`src/rtl/pixel_stream_tx.sv`:
```
// pixel_stream_tx: raster-scans a frame RAM into a pixel stream (start/continuous/abort control, mem_rd_* RAM read port, dst_* stream with sof/eol/last, busy/frame_done status)
module pixel_stream_tx #(
  parameter int WIDTH  = 1920,
  parameter int HEIGHT = 1080,
  parameter int HBLANK = 16,
  parameter int VBLANK = 300,
  parameter int ADDR_W = 21
) (
  input  logic              clk,
  input  logic              rst_n,
  input  logic              start,
  input  logic              continuous,
  input  logic              abort,
  output logic              mem_rd_en,
  output logic [ADDR_W-1:0] mem_rd_addr,
  input  logic [7:0]        mem_rd_data,
  output logic              dst_valid,
  output logic [7:0]        dst_data,
  output logic              dst_sof,
  output logic              dst_eol,
  output logic              dst_last,
  output logic              busy,
  output logic              frame_done
);
  localparam int XW   = $clog2(WIDTH);
  localparam int YW   = HEIGHT > 1 ? $clog2(HEIGHT) : 1;
  localparam int BMAX = HBLANK > VBLANK ? HBLANK : VBLANK;
  localparam int CW   = $clog2(BMAX + 1);
  typedef enum logic [1:0] {ST_IDLE, ST_ACTIVE, ST_HBLANK, ST_VBLANK} state_t;
  state_t state;
  logic [XW-1:0] x;
  logic [YW-1:0] y;
  logic [CW-1:0] cnt;
  logic active, x_end, y_end;
  assign active      = state == ST_ACTIVE;
  assign x_end       = x == XW'(WIDTH - 1);
  assign y_end       = y == YW'(HEIGHT - 1);
  assign mem_rd_en   = active;
  assign dst_data    = dst_valid ? mem_rd_data : 8'h00;
  assign frame_done  = dst_last;
  assign busy        = state != ST_IDLE || dst_valid;
  always_ff @(posedge clk or negedge rst_n) begin
    if (!rst_n) begin
      state       <= ST_IDLE;
      x           <= '0;
      y           <= '0;
      cnt         <= '0;
      mem_rd_addr <= '0;
      dst_valid   <= 1'b0;
      dst_sof     <= 1'b0;
      dst_eol     <= 1'b0;
      dst_last    <= 1'b0;
    end else if (abort) begin
      state       <= ST_IDLE;
      x           <= '0;
      y           <= '0;
      cnt         <= '0;
      mem_rd_addr <= '0;
      dst_valid   <= 1'b0;
      dst_sof     <= 1'b0;
      dst_eol     <= 1'b0;
      dst_last    <= 1'b0;
    end else begin
      dst_valid <= active;
      dst_sof   <= active && x == '0 && y == '0;
      dst_eol   <= active && x_end;
      dst_last  <= active && x_end && y_end;
      case (state)
        ST_IDLE: if (start) state <= ST_ACTIVE;
        ST_ACTIVE: begin
          if (!x_end) begin
            x           <= x + 1'b1;
            mem_rd_addr <= mem_rd_addr + 1'b1;
          end else if (y_end) begin
            x           <= '0;
            y           <= '0;
            mem_rd_addr <= '0;
            cnt         <= CW'(VBLANK - 1);
            state       <= ST_VBLANK;
          end else begin
            x           <= '0;
            y           <= y + 1'b1;
            mem_rd_addr <= mem_rd_addr + 1'b1;
            cnt         <= CW'(HBLANK - 1);
            state       <= HBLANK == 0 ? ST_ACTIVE : ST_HBLANK;
          end
        end
        ST_HBLANK: begin
          cnt   <= cnt - 1'b1;
          state <= cnt == '0 ? ST_ACTIVE : ST_HBLANK;
        end
        ST_VBLANK: begin
          cnt   <= cnt - 1'b1;
          state <= cnt != '0 ? ST_VBLANK : continuous ? ST_ACTIVE : ST_IDLE;
        end
        default: state <= ST_IDLE;
      endcase
    end
  end
endmodule

```
`config.mk`:
```
export PLATFORM = sky130hd
export DESIGN_NAME = pixel_stream_tx
export DESIGN_NICKNAME = d
export VERILOG_FILES = /design/src/rtl/pixel_stream_tx.sv
export SDC_FILE = /design/constraint.sdc
export NUM_CORES = 1
export LEC_CHECK = 0
export CAP_MARGIN = 15
export CORE_MARGIN = 2
export CORE_UTILIZATION = 25
export DETAILED_ROUTE_END_ITERATION = 6
export SLEW_MARGIN = 10
export SYNTH_ARGS = -nofsm -noshare
export SYNTH_HDL_FRONTEND = slang
export SYNTH_SLANG_ARGS = --single-unit
```
`constraint.sdc`:
```
create_clock -name clk -period 2.2 [get_ports clk]
set_input_delay 0.22 -clock clk [delete_from_list [all_inputs] [get_ports clk]]
set_output_delay 0.22 -clock clk [all_outputs]
set_load 0.01 [all_outputs]
```
After elaboration in Yosys (flattened, before gate mapping)
Index checks and enable logic that the tools add are counted.

operators by class
  add/subtract/negate cells = 4
  equal/unequal tests = 7
  multiplexer cells = 28
  reduce and logical (&&, ||, !) cells = 18

operators by type and width
  cell                                                   number
  two-way mux 21 bit                                     4
  two-way mux 11 bit                                     7
  two-way mux 9 bit                                      3
  adder 11 x 1 -> 11 bit, second input constant          2
  == test 11 bit, second input constant                  2
  logical NOT 11 bit                                     2
  adder 21 x 1 -> 21 bit, second input constant          1
  case mux 9 bit (2 select lines)                        1
  two-way mux 2 bit                                      5
  logical NOT 9 bit                                      1
  nonzero test 9 bit                                     1
  subtractor 9 x 1 -> 9 bit, second input constant       1
  two-way mux 8 bit                                      1
  case mux 2 bit (4 select lines)                        1
  two-way mux 1 bit                                      6
  AND reduction 2 bit                                    3
  nonzero test 2 bit                                     3
  == test 2 bit, second input constant                   2
  logical AND 1 bit                                      4
  inequality test 3 x 2 -> 1 bit, second input constant  1
  inequality test 3 bit, second input constant           1
  nonzero test 3 bit                                     1
  == test 2 x 1 -> 1 bit, second input constant          1
  logical NOT 2 bit                                      1
  other kinds (2)                                        2

word-level totals
  register bits after elaboration = 58
  input port bits = 13
  output and inout port bits = 36

Logic depth before layout (Yosys ltp)
Gate-level depths: netlist (run 1).

  depth after elaboration = 5
  gate-level depth with buffers = 7

Worst setup path after synthesis (run 1)
No wires, ideal clock.

  path type = reg2reg
  start = reg y[7]
  end = reg mem_rd_addr[15]
  setup time = 0.124 ns
  data arrival time = 1.990 ns
  required time = 2.076 ns
  setup slack = 0.086 ns
  stages on the path, launching flop included = 7
  path buffers = 1
  period minus slack after synthesis = 2.114 ns
  path through = dfrtp_1 -> or4_4 -> nor4b_4 -> a41o_1 -> buf_6 -> nor3_1 -> or2_1

on the way
  cells in the longest elaborated chain, start to end = 5

ends and longest elaborated chain
  what                    RTL line  source
  start, declared         32        logic [YW-1:0] y;
  start signal, assigned  82        y <= y + 1'b1;
  == test 11 bit          37        assign y_end = y == YW'(HEIGHT - 1);
  two-way mux 21 bit      74        end else if (y_end) begin
  two-way mux 21 bit      71        if (!x_end) begin
  two-way mux 21 bit      68        case (state)
  two-way mux 21 bit      53        end else if (abort) begin
  end signal, assigned    73        mem_rd_addr <= mem_rd_addr + 1'b1;
  end signal, assigned    83        mem_rd_addr <= mem_rd_addr + 1'b1;
  end, declared           15        output logic [ADDR_W-1:0] mem_rd_addr,

No other way between the ends. The select of a mux whose other input is x is not followed.
A chain may end at the register's enable or synchronous reset.

Worst setup path in the final report (run 1)
  start = reg y[6]
  end = reg mem_rd_addr[7]

Same word-level chain as after synthesis.

==> results.json, run 1 <==
{
  "start_kind": "register",
  "synth_area_per_cell_sq_um": 9.13,
  "fillerInstances": 1344,
  "clock_path_buffers": 2,
  "cts_buffers": 9,
  "cts_root_buf": "clkbuf_16",
  "fin_area_sq_um": 4420,
  "grt_usage_pct": 13.4,
  "dieHeight_microns": 119,
  "yosys.area_share.simple_pct": 28.6,
  "fmax_mhz": 464,
  "worstPathRequired_ps": 2410,
  "p_leak_nw": 1.83,
  "finalMaxSlewViolations": 0,
  "core_area_sq_um": 12700,
  "grt_max_degree": 36,
  "die_w_microns": 119,
  "dp_hpwl_mm": 6.44,
  "synthFlopType": "dfrtp_1",
  "synth_cells": 360,
  "r2r_slack_ps": 50,
  "synth-xor-area-share_pct": 4.26,
  "first_iter_violations": 162,
  "synth_area_sq_um": 3290,
  "min_period_over_period_pct": 97.9,
  "crit_top_cell": "buf_4",
  "synthMuxAreaShare_pct": 0.609,
  "ys_seq_elements": 58,
  "antenna_cells": 0,
  "syn2layout_area_growth_pct": 34.5,
  "via_per_inst": 4.94,
  "htreeDepth": 3,
  "rsz0062_at_grt": "yes",
  "maxCapViolations": 0,
  "async_reset_ff_share_pct": 100,
  "die_area_sq_um": 14100,
  "antenna_found_initial": 0,
  "crit_buf_inv": 2,
  "synth_top_area_cell": "dfrtp_1",
  "outcome": "complete, no violations",
  "clkTransAtPathRegs_ps": 50,
  "setup_viol": 0,
  "max_slew_margin_pct": 59.3,
  "io_buffers": 48,
  "worstSkewPairLatency_ps": 330,
  "synth_compound_area_share_pct": 14.0,
  "boundaryPins": 49,
  "crit_chain": "or4_4, nor4b_4, buf_4, a21oi_2, buf_4, a31oi_1, o31ai_1",
  "cp.arrival_ps": 2360,
  "wl_per_cell_microns": 14.5,
  "synth_top_family_by_area": "simple AND/OR/NAND/NOR gates",
  "drc": 0,
  "ir_worst_vdd_uv": 457,
  "min_period_ps": 2150,
  "first_pass_iters": 4,
  "grt_overflow": 0,
  "core.rowCount": 41,
  "crit_path_end_kind": "register",
  "synth-edff-count": 0,
  "dpl_cell_area_sq_um": 4060,
  "yosys-top-cells-area": "dfrtp_1, nand2_1, nor2_1, nand3_1, a21oi_1",
  "postRouteAntennaNets": 0,
  "layout.nets": 452,
  "critPathMaxStageDelay_ps": 550,
  "initial_core_util_pct": 25.8,
  "syn_nets": 379,
  "vias": 3012,
  "drive_gt1_share_pct": 14.4,
  "critPathKind": "register to register",
  "synth_cell_type_count": 62,
  "power_w": 0.00283,
  "hp-class": "primary input to async pin",
  "yosys_warnings": 0,
  "cts_tree": "built",
  "cp_top_family": "simple AND/OR/NAND/NOR gates",
  "synth_fa_ha_area_share_pct": 2.28,
  "clkSinkCount": 58,
  "power-per-cell-area_nw_per_um2": 640,
  "gp_congestion": 0.855,
  "hold_viol_final": 0,
  "grt_pass1_vias": 3103,
  "synth_top_area_share_pct": 44.2,
  "worstMarginPinSlew_ps": 611,
  "ys_seq_area_share_pct": 44.2,
  "wirelength_mm": 8.85,
  "critPathMaxFanout": 7,
  "fin_skew_ps": 6.84,
  "grt_pass1_wl_mm": 15.4,
  "crit_slowest_cell": "or4_4"
}
synthesized netlist by cell type, types with 6 or more instances:
cell type	instances
dfrtp_1	58
nor3_1	10
a31oi_1	9
xor2_1	9
or3_1	11
nand4_1	14
nor2_1	35
ha_1	6
nor4_1	6
nand3_1	21
xnor2_1	7
and2_1	8
nand2_1	38
inv_1	16
a21oi_1	19
o21ai_0	18
cell type report:
cell class	instances	area, sq um	area share, %
Sequential cell	58	1450	32.8
Inverter	17	63.8	1.44
Clock inverter	5	52.6	1.19
Clock buffer	11	253	5.72
Timing Repair Buffer	76	713	16.1
Multi-Input combinational cell	271	1670	37.8
Tap cell	172	215	4.87
where the power goes:
group	leakage [nW]	switching [W]	internal, W
clock network	0.151	0.000494	0.000930
logic	0.871	0.000155	0.000135
registers	0.804	0.0000230	0.00109
total	1.83	0.000672	0.00215
cells in the final DEF, fill, tap and decap left out, types with 3 or more instances in the layout:
cell type	synthesis	final
nand4_1	14	14
or3_1	11	11
a21oi_1	19	19
nor4_1	6	5
a31oi_1	9	9
nor3_1	10	10
nor2_1	35	35
o21ai_0	18	18
a41oi_1	4	4
inv_1	16	16
buf_4	2	25
and3_2	4	4
ha_1	6	6
dfrtp_1	58	58
xor2_1	9	9
nand3_1	21	21
clkinv_2	0	3
nand2b_1	3	3
and2_1	8	8
clkdlybuf4s50_1	0	47
or4_1	3	3
xnor2_1	7	7
and3_1	5	5
clkbuf_16	0	9
nand2_1	38	38
state kept, by name, indices dropped and copies added, names as in the netlist:
signal       cells
mem_rd_addr     21
dst_valid        1
dst_last         1
dst_sof          1
x               11
state            2
dst_eol          1
cnt              9
y               11
timing repair:
action	CTS	global route
endpoints found under the setup margin	1	13
endpoints found under the hold margin	23	0
setup buffers	0	1
hold buffers	1	0
pin swaps	1	1
gates resized for setup	0	5
metal layers:
metal	vias up	GRT usage (%)	part of all wire [%]
met4	0	4.09	1.1
met5	-	0	0
li1	1459	-	-
met3	9	3.76	4.1
met2	62	21.8	48
met1	1482	17.2	47
logic make-up after synthesis:
group           count (synthesis)
simple gates                  175
compound gates                 72
flops                          58
buf+inv                        31
xor+xnor                       16
fa+ha+maj                       6
mux                             2
final timing paths:
| check | to | cells after the start | startpoint |
|---|---|---|---|
| min in group clk | mem_rd_addr[20]$_DFFE_PN0P_ | 2 | mem_rd_addr[20]$_DFFE_PN0P_ |
| worst max-delay path | mem_rd_addr[7]$_DFFE_PN0P_ | 7 | y[6]$_DFFE_PN0P_ |
| worst max register to register | mem_rd_addr[7]$_DFFE_PN0P_ | 7 | y[6]$_DFFE_PN0P_ |
| worst min-delay path | cnt[0]$_DFFE_PN0P_ | 2 | rst_n |
| max in group asynchronous | y[10]$_DFFE_PN0P_ | 3 | rst_n |
| worst min register to register | mem_rd_addr[20]$_DFFE_PN0P_ | 2 | mem_rd_addr[20]$_DFFE_PN0P_ |
stage by stage:
step | setup slack, ps | util, % | cells | hold slack [ps] | TNS (ps)
2_1_floorplan | 85.7 | - | 360 | -75.6 | 0
4_1_cts | 24.6 | 34.4 | 609 | 468 | 0
6_report | 45.7 | 34.7 | 610 | 446 | 0
3_3_place_gp | 74.8 | 31.9 | 591 | 262 | 0
3_5_place_dp | 3.50 | 31.9 | 592 | 262 | 0
5_1_grt | -62.1 | 34.7 | 610 | 522 | -229
Power figures use the tool's default switching activity.
==> run 2, diff against run 1 <==
- PLACE_DENSITY: unset -> 0.48
==> run 2 against run 1 <==
- core utilization fell by 0.78 points
- fmax rose by 3.6%
- design area fell by 2.2%
- flip-flop and latch count did not move
- die area did not move
- critical path depth fell by 3
==> results.json, run 2 (same netlist as run 1, synthesis figures left out) <==
{
  "top_register": "mem_rd_addr",
  "htreeDepth": 3,
  "clock_path_buffers": 2,
  "cts_root_buf": "clkbuf_16",
  "core.rowCount": 41,
  "syn2layout_area_growth_pct": 31.4,
  "holdWs_ps": 52.6,
  "grt_max_degree": 59,
  "cts_buffers": 9,
  "max_slew_margin_pct": 47.4,
  "worstPathRequired_ps": 1980,
  "fin_cells": 605,
  "drc": 0,
  "wl_per_cell_microns": 14.8,
  "start_kind": "register",
  "ir_worst_vdd_uv": 407,
  "dieHeight_microns": 119,
  "worstSkewPairLatency_ps": 320,
  "first_pass_iters": 5,
  "wirelength_mm": 8.97,
  "worstMarginPinSlew_ps": 789,
  "first_iter_violations": 118,
  "via_per_inst": 4.87,
  "antenna_cells": 0,
  "io_buffers": 48,
  "final_cell_mix": "dfrtp_1, clkdlybuf4s50_1, nand2_1, nor2_1, buf_4",
  "die_w_microns": 119,
  "antenna_found_initial": 0,
  "met3_usage_pct": 4.44,
  "fillerInstances": 1353,
  "gp_congestion": 0.760,
  "largest_reg_flops": 21,
  "fin_area_sq_um": 4320,
  "dpl.cell_count": 590,
  "p_leak_nw": 1.76,
  "dp_hpwl_mm": 6.15,
  "grt_usage_pct": 13.4,
  "clkTransAtPathRegs_ps": 50,
  "hp-class": "primary input to async pin",
  "layout_commonest_cell": "dfrtp_1",
  "postRouteAntennaNets": 0,
  "final.setup.tns_ps": 0,
  "grt_pass1_wl_mm": 15.0,
  "grt_overflow": 0,
  "layout.nets": 449,
  "critPathKind": "register to output port",
  "boundaryPins": 49,
  "fin_skew_ps": 6.19,
  "power-per-cell-area_nw_per_um2": 609,
  "use_met1_pct": 17.7,
  "grt_pass1_vias": 2935,
  "vias": 2949,
  "rsz0062_at_grt": "no",
  "outcome": "complete, no violations",
  "maxCapViolations": 0,
  "cp.arrival_ps": 1860,
  "busiest_layer": "met2",
  "hold_buffers": 0,
  "clkSinkCount": 58,
  "fmax_mhz": 481,
  "crit_path_end_kind": "output port",
  "finalMaxSlewViolations": 0,
  "initial_core_util_pct": 25.8,
  "setup_viol": 0,
  "min_period_ps": 2080,
  "drive_gt1_share_pct": 12.7,
  "cts_tree": "built",
  "die_area_sq_um": 14100,
  "hold_viol_final": 0,
  "core_area_sq_um": 12700,
  "globalRouteMet2Util_pct": 21.0,
  "critPathMaxFanout": 7,
  "top_regs": "mem_rd_addr x21, x x11, y x11",
  "min_period_over_period_pct": 94.6,
  "dpl_cell_area_sq_um": 4040
}
run 2: final cells by class:
class                   instances  area, sq um  area share, %
multi-input cells             271         1660           38.4
clock buffers                  14          254           5.88
inverters                      17         63.8           1.48
well taps                     172          215           4.98
flip-flops and latches         58         1450           33.6
repair buffers                 73          676           15.6
run 2: final timing paths:
kind / startpoint / endpoint / slack (ps) / cells after the start
setup / recovery: state[1]$_DFFE_PN0P_ / mem_rd_en / 120 / 4
hold / removal: rst_n / cnt[6]$_DFFE_PN0P_ / 50 / 2
setup reg to reg: cnt[5]$_DFFE_PN0P_ / state[0]$_DFFE_PN0P_ / 130 / 6
hold reg to reg: mem_rd_addr[20]$_DFFE_PN0P_ / mem_rd_addr[20]$_DFFE_PN0P_ / 540 / 2
max in group asynchronous: rst_n / x[3]$_DFFE_PN0P_ / 1610 / 2
min in group clk: mem_rd_addr[20]$_DFFE_PN0P_ / mem_rd_addr[20]$_DFFE_PN0P_ / 540 / 2
run 2: timing repair:
action / in CTS / in global routing
pin swaps: 0 / 1
setup buffers: 0 / 1
setup endpoints to repair: 2 / 25
gates resized for setup: 1 / 3
run 2: per-stage QoR:
stage          setup slack [ps]  utilization (%)  power [W]
2_1_floorplan              85.7                -    0.00126
3_3_place_gp              -34.0             31.7    0.00141
6_report                    120             34.0    0.00263
4_1_cts                    9.94             33.8    0.00268
5_1_grt                    20.7             34.0    0.00276
3_5_place_dp              -61.7             31.7    0.00141
run 2: critical path, cell delays in order, from the launching register on:
cell	delay [ps]
dfrtp_1	370
nand2b_1	330
inv_1	150
buf_4	150
clkdlybuf4s50_1	530
run 2: power by group:
part	leakage [nW]	internal, W	switching (W)
sequential	0.804	0.00109	0.0000221
combinational	0.836	0.000129	0.000155
clock	0.123	0.000780	0.000456
total	1.76	0.00200	0.000633
run 2: metal layers:
layer	part of all wire, %	wire length [microns]
met2	46	4140
met1	48	4300
met5	0	0
met3	4.9	436
met4	0.95	85
